`src/rtl/sipo_pkg.sv`:
```
// Shared types and helpers for the serial-in/parallel-out deframer.
// Build option SIPO_DEFRAMER_PARITY_EN enables the trailing even-parity bit.
package sipo_pkg;

  typedef enum logic [1:0] {
    HUNT  = 2'd0,
    SHIFT = 2'd1,
    PAR   = 2'd2
  } state_e;

  // Bit count register must hold 0..WIDTH (WIDTH marks the parity slot)
  function automatic int unsigned cnt_width(input int unsigned width);
    return $clog2(width + 1);
  endfunction

endpackage

```
`src/rtl/sipo_deframer_if.sv`:
```
// Serial input side and parallel valid/ready output side of the deframer.
interface sipo_deframer_if #(
  parameter int unsigned WIDTH = 4
);

  logic             Serial_IN;
  logic             Serial_EN;
  logic             Frame_Start;
  logic             Out_Ready;
  logic [WIDTH-1:0] Par_OUT;
  logic             Out_Valid;
  logic             Overrun;
  logic             Frame_Err;
  logic             Parity_Err;

  modport master (
    output Serial_IN, Serial_EN, Frame_Start, Out_Ready,
    input  Par_OUT, Out_Valid, Overrun, Frame_Err, Parity_Err
  );

  modport slave (
    input  Serial_IN, Serial_EN, Frame_Start, Out_Ready,
    output Par_OUT, Out_Valid, Overrun, Frame_Err, Parity_Err
  );

endinterface

```
`src/rtl/sipo_out_reg.sv`:
```
// One-entry output holding register with valid/ready and overrun pulse.
module sipo_out_reg #(
  parameter int unsigned WIDTH = 4
) (
  input  logic             CLK,
  input  logic             RST_N,
  input  logic             load_i,
  input  logic [WIDTH-1:0] data_i,
  input  logic             par_err_i,
  input  logic             ready_i,
  output logic [WIDTH-1:0] data_o,
  output logic             valid_o,
  output logic             par_err_o,
  output logic             overrun_o
);

  logic [WIDTH-1:0] data_q, data_d;
  logic             valid_q, valid_d;
  logic             par_err_q, par_err_d;
  logic             overrun_q, overrun_d;
  logic             accept_c;

  // A new word may replace the entry only if it is empty or drained this cycle
  always_comb begin
    data_d    = data_q;
    valid_d   = valid_q;
    par_err_d = par_err_q;
    overrun_d = 1'b0;
    accept_c  = !valid_q || ready_i;
    if (load_i) begin
      if (accept_c) begin
        data_d    = data_i;
        par_err_d = par_err_i;
        valid_d   = 1'b1;
      end else begin
        overrun_d = 1'b1;
      end
    end else if (valid_q && ready_i) begin
      valid_d = 1'b0;
    end
  end

  always_ff @(posedge CLK or negedge RST_N) begin
    if (!RST_N) begin
      data_q    <= '0;
      valid_q   <= 1'b0;
      par_err_q <= 1'b0;
      overrun_q <= 1'b0;
    end else begin
      data_q    <= data_d;
      valid_q   <= valid_d;
      par_err_q <= par_err_d;
      overrun_q <= overrun_d;
    end
  end

  assign data_o    = data_q;
  assign valid_o   = valid_q;
  assign par_err_o = par_err_q;
  assign overrun_o = overrun_q;

endmodule

```
`src/rtl/sipo_deframer.sv`:
```
// LSB-first serial to WIDTH-bit word deframer with start-strobe framing.
// Define SIPO_DEFRAMER_PARITY_EN to expect a trailing even-parity bit per word.
module sipo_deframer
  import sipo_pkg::*;
#(
  parameter int unsigned WIDTH = 4
) (
  input  logic            CLK,
  input  logic            RST_N,
  sipo_deframer_if.slave  bus
);

  localparam int unsigned CW = cnt_width(WIDTH);

  state_e           state_q, state_d;
  logic [CW-1:0]    cnt_q, cnt_d;
  logic [WIDTH-1:0] shreg_q, shreg_d;
  logic             frame_err_q, frame_err_d;
  logic [WIDTH-1:0] mask_c;
  logic             word_done_c;
  logic [WIDTH-1:0] word_c;
  logic             par_err_c;

  // Framing FSM: bit counter and shift register advance only on enabled bits
  always_comb begin
    state_d     = state_q;
    cnt_d       = cnt_q;
    shreg_d     = shreg_q;
    frame_err_d = 1'b0;
    word_done_c = 1'b0;
    word_c      = shreg_q;
    par_err_c   = 1'b0;
    mask_c      = WIDTH'(1) << cnt_q;
    if (bus.Serial_EN) begin
      if (bus.Frame_Start) begin
        // Non-zero count means a word (or its parity bit) is still open
        frame_err_d = (cnt_q != '0);
        shreg_d     = {{(WIDTH-1){1'b0}}, bus.Serial_IN};
        cnt_d       = CW'(1);
        state_d     = SHIFT;
      end else begin
        case (state_q)
          SHIFT: begin
            shreg_d = bus.Serial_IN ? (shreg_q | mask_c) : (shreg_q & ~mask_c);
            if (cnt_q == CW'(WIDTH - 1)) begin
`ifdef SIPO_DEFRAMER_PARITY_EN
              cnt_d   = CW'(WIDTH);
              state_d = PAR;
`else
              cnt_d       = '0;
              word_done_c = 1'b1;
              word_c      = shreg_d;
`endif
            end else begin
              cnt_d = cnt_q + CW'(1);
            end
          end
`ifdef SIPO_DEFRAMER_PARITY_EN
          PAR: begin
            word_done_c = 1'b1;
            word_c      = shreg_q;
            par_err_c   = ^{shreg_q, bus.Serial_IN};
            cnt_d       = '0;
            state_d     = SHIFT;
          end
`endif
          default: begin
            state_d = state_q;
          end
        endcase
      end
    end
  end

  always_ff @(posedge CLK or negedge RST_N) begin
    if (!RST_N) begin
      state_q     <= HUNT;
      cnt_q       <= '0;
      shreg_q     <= '0;
      frame_err_q <= 1'b0;
    end else begin
      state_q     <= state_d;
      cnt_q       <= cnt_d;
      shreg_q     <= shreg_d;
      frame_err_q <= frame_err_d;
    end
  end

  sipo_out_reg #(
    .WIDTH (WIDTH)
  ) u_out_reg (
    .CLK       (CLK),
    .RST_N     (RST_N),
    .load_i    (word_done_c),
    .data_i    (word_c),
    .par_err_i (par_err_c),
    .ready_i   (bus.Out_Ready),
    .data_o    (bus.Par_OUT),
    .valid_o   (bus.Out_Valid),
    .par_err_o (bus.Parity_Err),
    .overrun_o (bus.Overrun)
  );

  assign bus.Frame_Err = frame_err_q;

endmodule

```
`src/flat_wrapper.sv`:
```
// flat-port wrapper written by rule: the top's interface ports become plain ports
module sipo_deframer_flat import sipo_pkg::*;
#(
  parameter int unsigned WIDTH = 4
)
  (CLK, RST_N, bus_Serial_IN, bus_Serial_EN, bus_Frame_Start, bus_Out_Ready, bus_Par_OUT, bus_Out_Valid, bus_Overrun, bus_Frame_Err, bus_Parity_Err);
  sipo_deframer_if #(.WIDTH(WIDTH)) bus_i ();
  input  logic CLK;
  input  logic RST_N;
  input wire logic [$bits(bus_i.Serial_IN)-1:0] bus_Serial_IN;
  input wire logic [$bits(bus_i.Serial_EN)-1:0] bus_Serial_EN;
  input wire logic [$bits(bus_i.Frame_Start)-1:0] bus_Frame_Start;
  input wire logic [$bits(bus_i.Out_Ready)-1:0] bus_Out_Ready;
  output wire logic [$bits(bus_i.Par_OUT)-1:0] bus_Par_OUT;
  output wire logic [$bits(bus_i.Out_Valid)-1:0] bus_Out_Valid;
  output wire logic [$bits(bus_i.Overrun)-1:0] bus_Overrun;
  output wire logic [$bits(bus_i.Frame_Err)-1:0] bus_Frame_Err;
  output wire logic [$bits(bus_i.Parity_Err)-1:0] bus_Parity_Err;
  assign bus_i.Serial_IN = bus_Serial_IN;
  assign bus_i.Serial_EN = bus_Serial_EN;
  assign bus_i.Frame_Start = bus_Frame_Start;
  assign bus_i.Out_Ready = bus_Out_Ready;
  assign bus_Par_OUT = bus_i.Par_OUT;
  assign bus_Out_Valid = bus_i.Out_Valid;
  assign bus_Overrun = bus_i.Overrun;
  assign bus_Frame_Err = bus_i.Frame_Err;
  assign bus_Parity_Err = bus_i.Parity_Err;
  sipo_deframer #(.WIDTH(WIDTH)) u_core (.CLK(CLK), .RST_N(RST_N), .bus(bus_i));
endmodule
```
`config.mk`:
```
export PLATFORM = sky130hd
export DESIGN_NAME = sipo_deframer_flat
export DESIGN_NICKNAME = d
export VERILOG_FILES = /design/src/rtl/sipo_pkg.sv /design/src/rtl/sipo_deframer_if.sv /design/src/rtl/sipo_out_reg.sv /design/src/rtl/sipo_deframer.sv /design/src/flat_wrapper.sv
export SDC_FILE = /design/constraint.sdc
export NUM_CORES = 1
export LEC_CHECK = 0
export CORE_MARGIN = 2
export CORE_UTILIZATION = 54
export CTS_CLUSTER_DIAMETER = 50
export CTS_CLUSTER_SIZE = 40
export DETAILED_ROUTE_END_ITERATION = 7
export DONT_BUFFER_PORTS = 1
export PLACE_DENSITY = 0.69
export SLEW_MARGIN = 5
export SYNTH_ARGS = -nofsm -noshare
export SYNTH_HDL_FRONTEND = slang
export SYNTH_HIERARCHICAL = 1
export SYNTH_SLANG_ARGS = --single-unit
```
`constraint.sdc`:
```
create_clock -name CLK -period 1.75 [get_ports CLK]
set_clock_uncertainty 0.2 [all_clocks]
set_input_delay 0.35 -clock CLK [delete_from_list [all_inputs] [get_ports CLK]]
set_output_delay 0.35 -clock CLK [all_outputs]
set_load 0.05 [all_outputs]
```
==> results.ini <==
[status]
status=complete, but fails checks
violations=negative setup slack

[synthesis]
synth_area_sq_um=870.8
synth_nets=86
synth.distinct_cells=29
synthCells=76
ys_seq_area_frac=0.4598
synth_edf_count=0
async_flop_share=1.000
dominantRegCellSynth=dfrtp_1
yosysWarnings=6
ys_ff_latch=16
synth_area_per_cell_sq_um=11.46

[place]
place_ws_ns=-0.1904
io_buffers=0
gp_congestion=0.8732
dp_hpwl_mm=1.226

[layout]
antenna_cells_inserted=0
syn2layout_area_growth_pct=36.49
layout_commonest_cell=dfrtp_1
multi_input_area_sq_um=544.3
register_area_sq_um=402.9
fillCellCount=85
fin_util=0.7890
final_cell_mix=14 x dfrtp_1, 9 x buf_4, 9 x mux2_4
drive_gt1_frac=0.5053
final_nets=106

[worst_setup_path]
worstPathMaxFanout=5
required_ns=1.72
crit_family=multiplexers
setup.worst_path.class=reg -> reg
critPathBufInv=0
rrSetupSlack_ns=-0.13
path_common_cell=mux2_4
slowest_stage=dfrtp_2
max_stage_delay_ns=0.43
r2r.worst_path.cells=5
cp-start-kind=flip-flop
arrival_ns=1.85
r2r_end=u_core/u_out_reg/data_o[2]
regToRegStartpoint=u_core/cnt_q[1]
end_kind=flip-flop
crit_chain=ha_4, nand2b_4, nor4_4, mux2_4, mux2_4

[power_and_ir_drop]
power_uw=1373
ir_drop_v=0.001135
p_sw_uw=545.2
leakagePower_uw=0.0005401
swShare=0.3971
power.density_nw_per_um2=1155
comb_power_share=0.299
clkPwrFrac=0.175
intPower_uw=827.7
p_seq_frac=0.526

[detailed_routing]
vias_per_cell=5.964
routed_wire_length_per_instance_um=17.23
first_pass_iters=4
drtAntennaViolNets=0
drc_errors=0
drt_wl_total_mm=1.913
vias=662
drt-initial-drc-count=26

[timing]
setup_viol=6
post-route-period-util=1.075
rsz0062_at_grt=true
clock.fmax_mhz=531.6
setup_tns_ns=-0.5522
fin_hold_ws_ns=0.008837
fin_crit_ns=1.881
hold_viol=0
final_max_slew_viol_count=0
worst_pin_slew_ns=0.7177
postLayoutSetupSlackWorst_ns=-0.1313
max_slew_margin=0.5200

[floorplanning]
num_io_pins=14
fp.dieArea_sq_um=1950
design.core.area_sq_um=1506
start_util=0.5781
fp.dieH_um=44.16
die_w_um=44.16
row_count=14

[clock_network]
cts_htree_levels=1
cts-root-buf=clkbuf_4
numCtsBuffers=3
cts_sinks=16
clockBufferDepth=2
clkLatencyLatePin_ns=0.28
clk_pin_slew_ns=0.09
cts_tree=built

[run]
maxCapViolations=0

[min_path]
holdPathEnd=u_core/cnt_q[0]
hold_start=bus_Serial_EN
worst_hold_path.num_cells=1
hp-class=in -> reg

[global_route]
grt_pass1_vias=667
grt_start_max_net_pins=17
grt_antenna_before_repair=0
grt_overflow_total=0
grt_pass1_wl_mm=3.084
track_usage=0.2238

registers in the layout (all words and copies together) (netlist names):
signal                      cells
u_core/state_q                  1
u_core/shreg_q                  4
u_core/u_out_reg/overrun_o      1
u_core/bus.Frame_Err            1
u_core/u_out_reg/data_o         4
u_core/u_out_reg/valid_o        1
u_core/u_out_reg/par_err_o      1
u_core/cnt_q                    3
kinds of logic after synthesis:
logic type | share of synthesized area
compound gates | 0.1049
fa+ha+maj | 0.05747
buf+inv | 0.05172
flops | 0.4598
mux | 0.1509
other cells | 0.004306
simple gates | 0.1710
power groups by stage:
stage / sequential (uW) / clock (uW) / combinational (uW)
after global placement: 721 / 0 / 283
after global routing: 731 / 261 / 445
after detailed placement: 725 / 0 / 290
after floorplan: 709 / 0 / 227
final: 722 / 240 / 411
after CTS: 718 / 248 / 365
area by class of cell:
class                      count  area share
tap                           16     0.01684
clock buffer                   4     0.03053
inverter                       8     0.02737
multi-input combinational     50      0.4579
sequential                    16      0.3389
timing repair buffer          17      0.1284
stage by stage:
stage / instance area (sq um) / cells
6_report: 1189 / 111
3_3_place_gp: 988.4 / 99
5_1_grt: 1189 / 111
3_5_place_dp: 988.4 / 99
4_1_cts: 1135 / 109
2_1_floorplan: 915.9 / 76
layer usage:
layer,track usage,vias to the layer above,part of all wire
met5,0,-,0
met4,0.1091,0,0.016
met3,0.03265,4,0.056
met2,0.3588,25,0.49
met1,0.2971,330,0.44
li1,-,303,-
how the worst max path moves through the flow:
stage                          startpoint                    endpoint  slack, ns  cells past startpoint
final                     u_core/cnt_q[1]  u_core/u_out_reg/data_o[2]      -0.13                      5
after global routing      u_core/cnt_q[0]  u_core/u_out_reg/data_o[1]      -0.19                      6
after CTS                 u_core/cnt_q[0]  u_core/u_out_reg/data_o[1]      -0.10                      6
after detailed placement  u_core/cnt_q[1]  u_core/u_out_reg/data_o[0]      -0.19                      6
after global placement    u_core/cnt_q[1]  u_core/u_out_reg/data_o[0]      -0.18                      6
after floorplan           u_core/cnt_q[0]  u_core/u_out_reg/data_o[1]      -0.07                      5
timing repair:
action,4_1_cts,5_1_grt
pin swaps,3,1
gates cloned,0,0
hold buffers,3,1
setup endpoints to repair,5,6
setup buffers,3,1
hold endpoints to repair,19,1
gates resized for setup,14,7
cells in the mapped netlist (2+ instances only):
library cell,instances,share of area
nor4_1,2,0.014
mux2_4,5,0.086
o22ai_1,2,0.014
a21oi_1,2,0.011
nand3b_1,2,0.017
ha_1,4,0.057
nor2_1,2,0.0086
dfrtp_1,16,0.46
buf_4,2,0.017
a32oi_1,2,0.020
inv_1,8,0.034
nand2b_1,3,0.022
o21ai_0,3,0.017
mux2_1,2,0.026
mux2_2,3,0.039
nand2_1,5,0.022
Note: power is estimated with default switching activity, not from simulation.
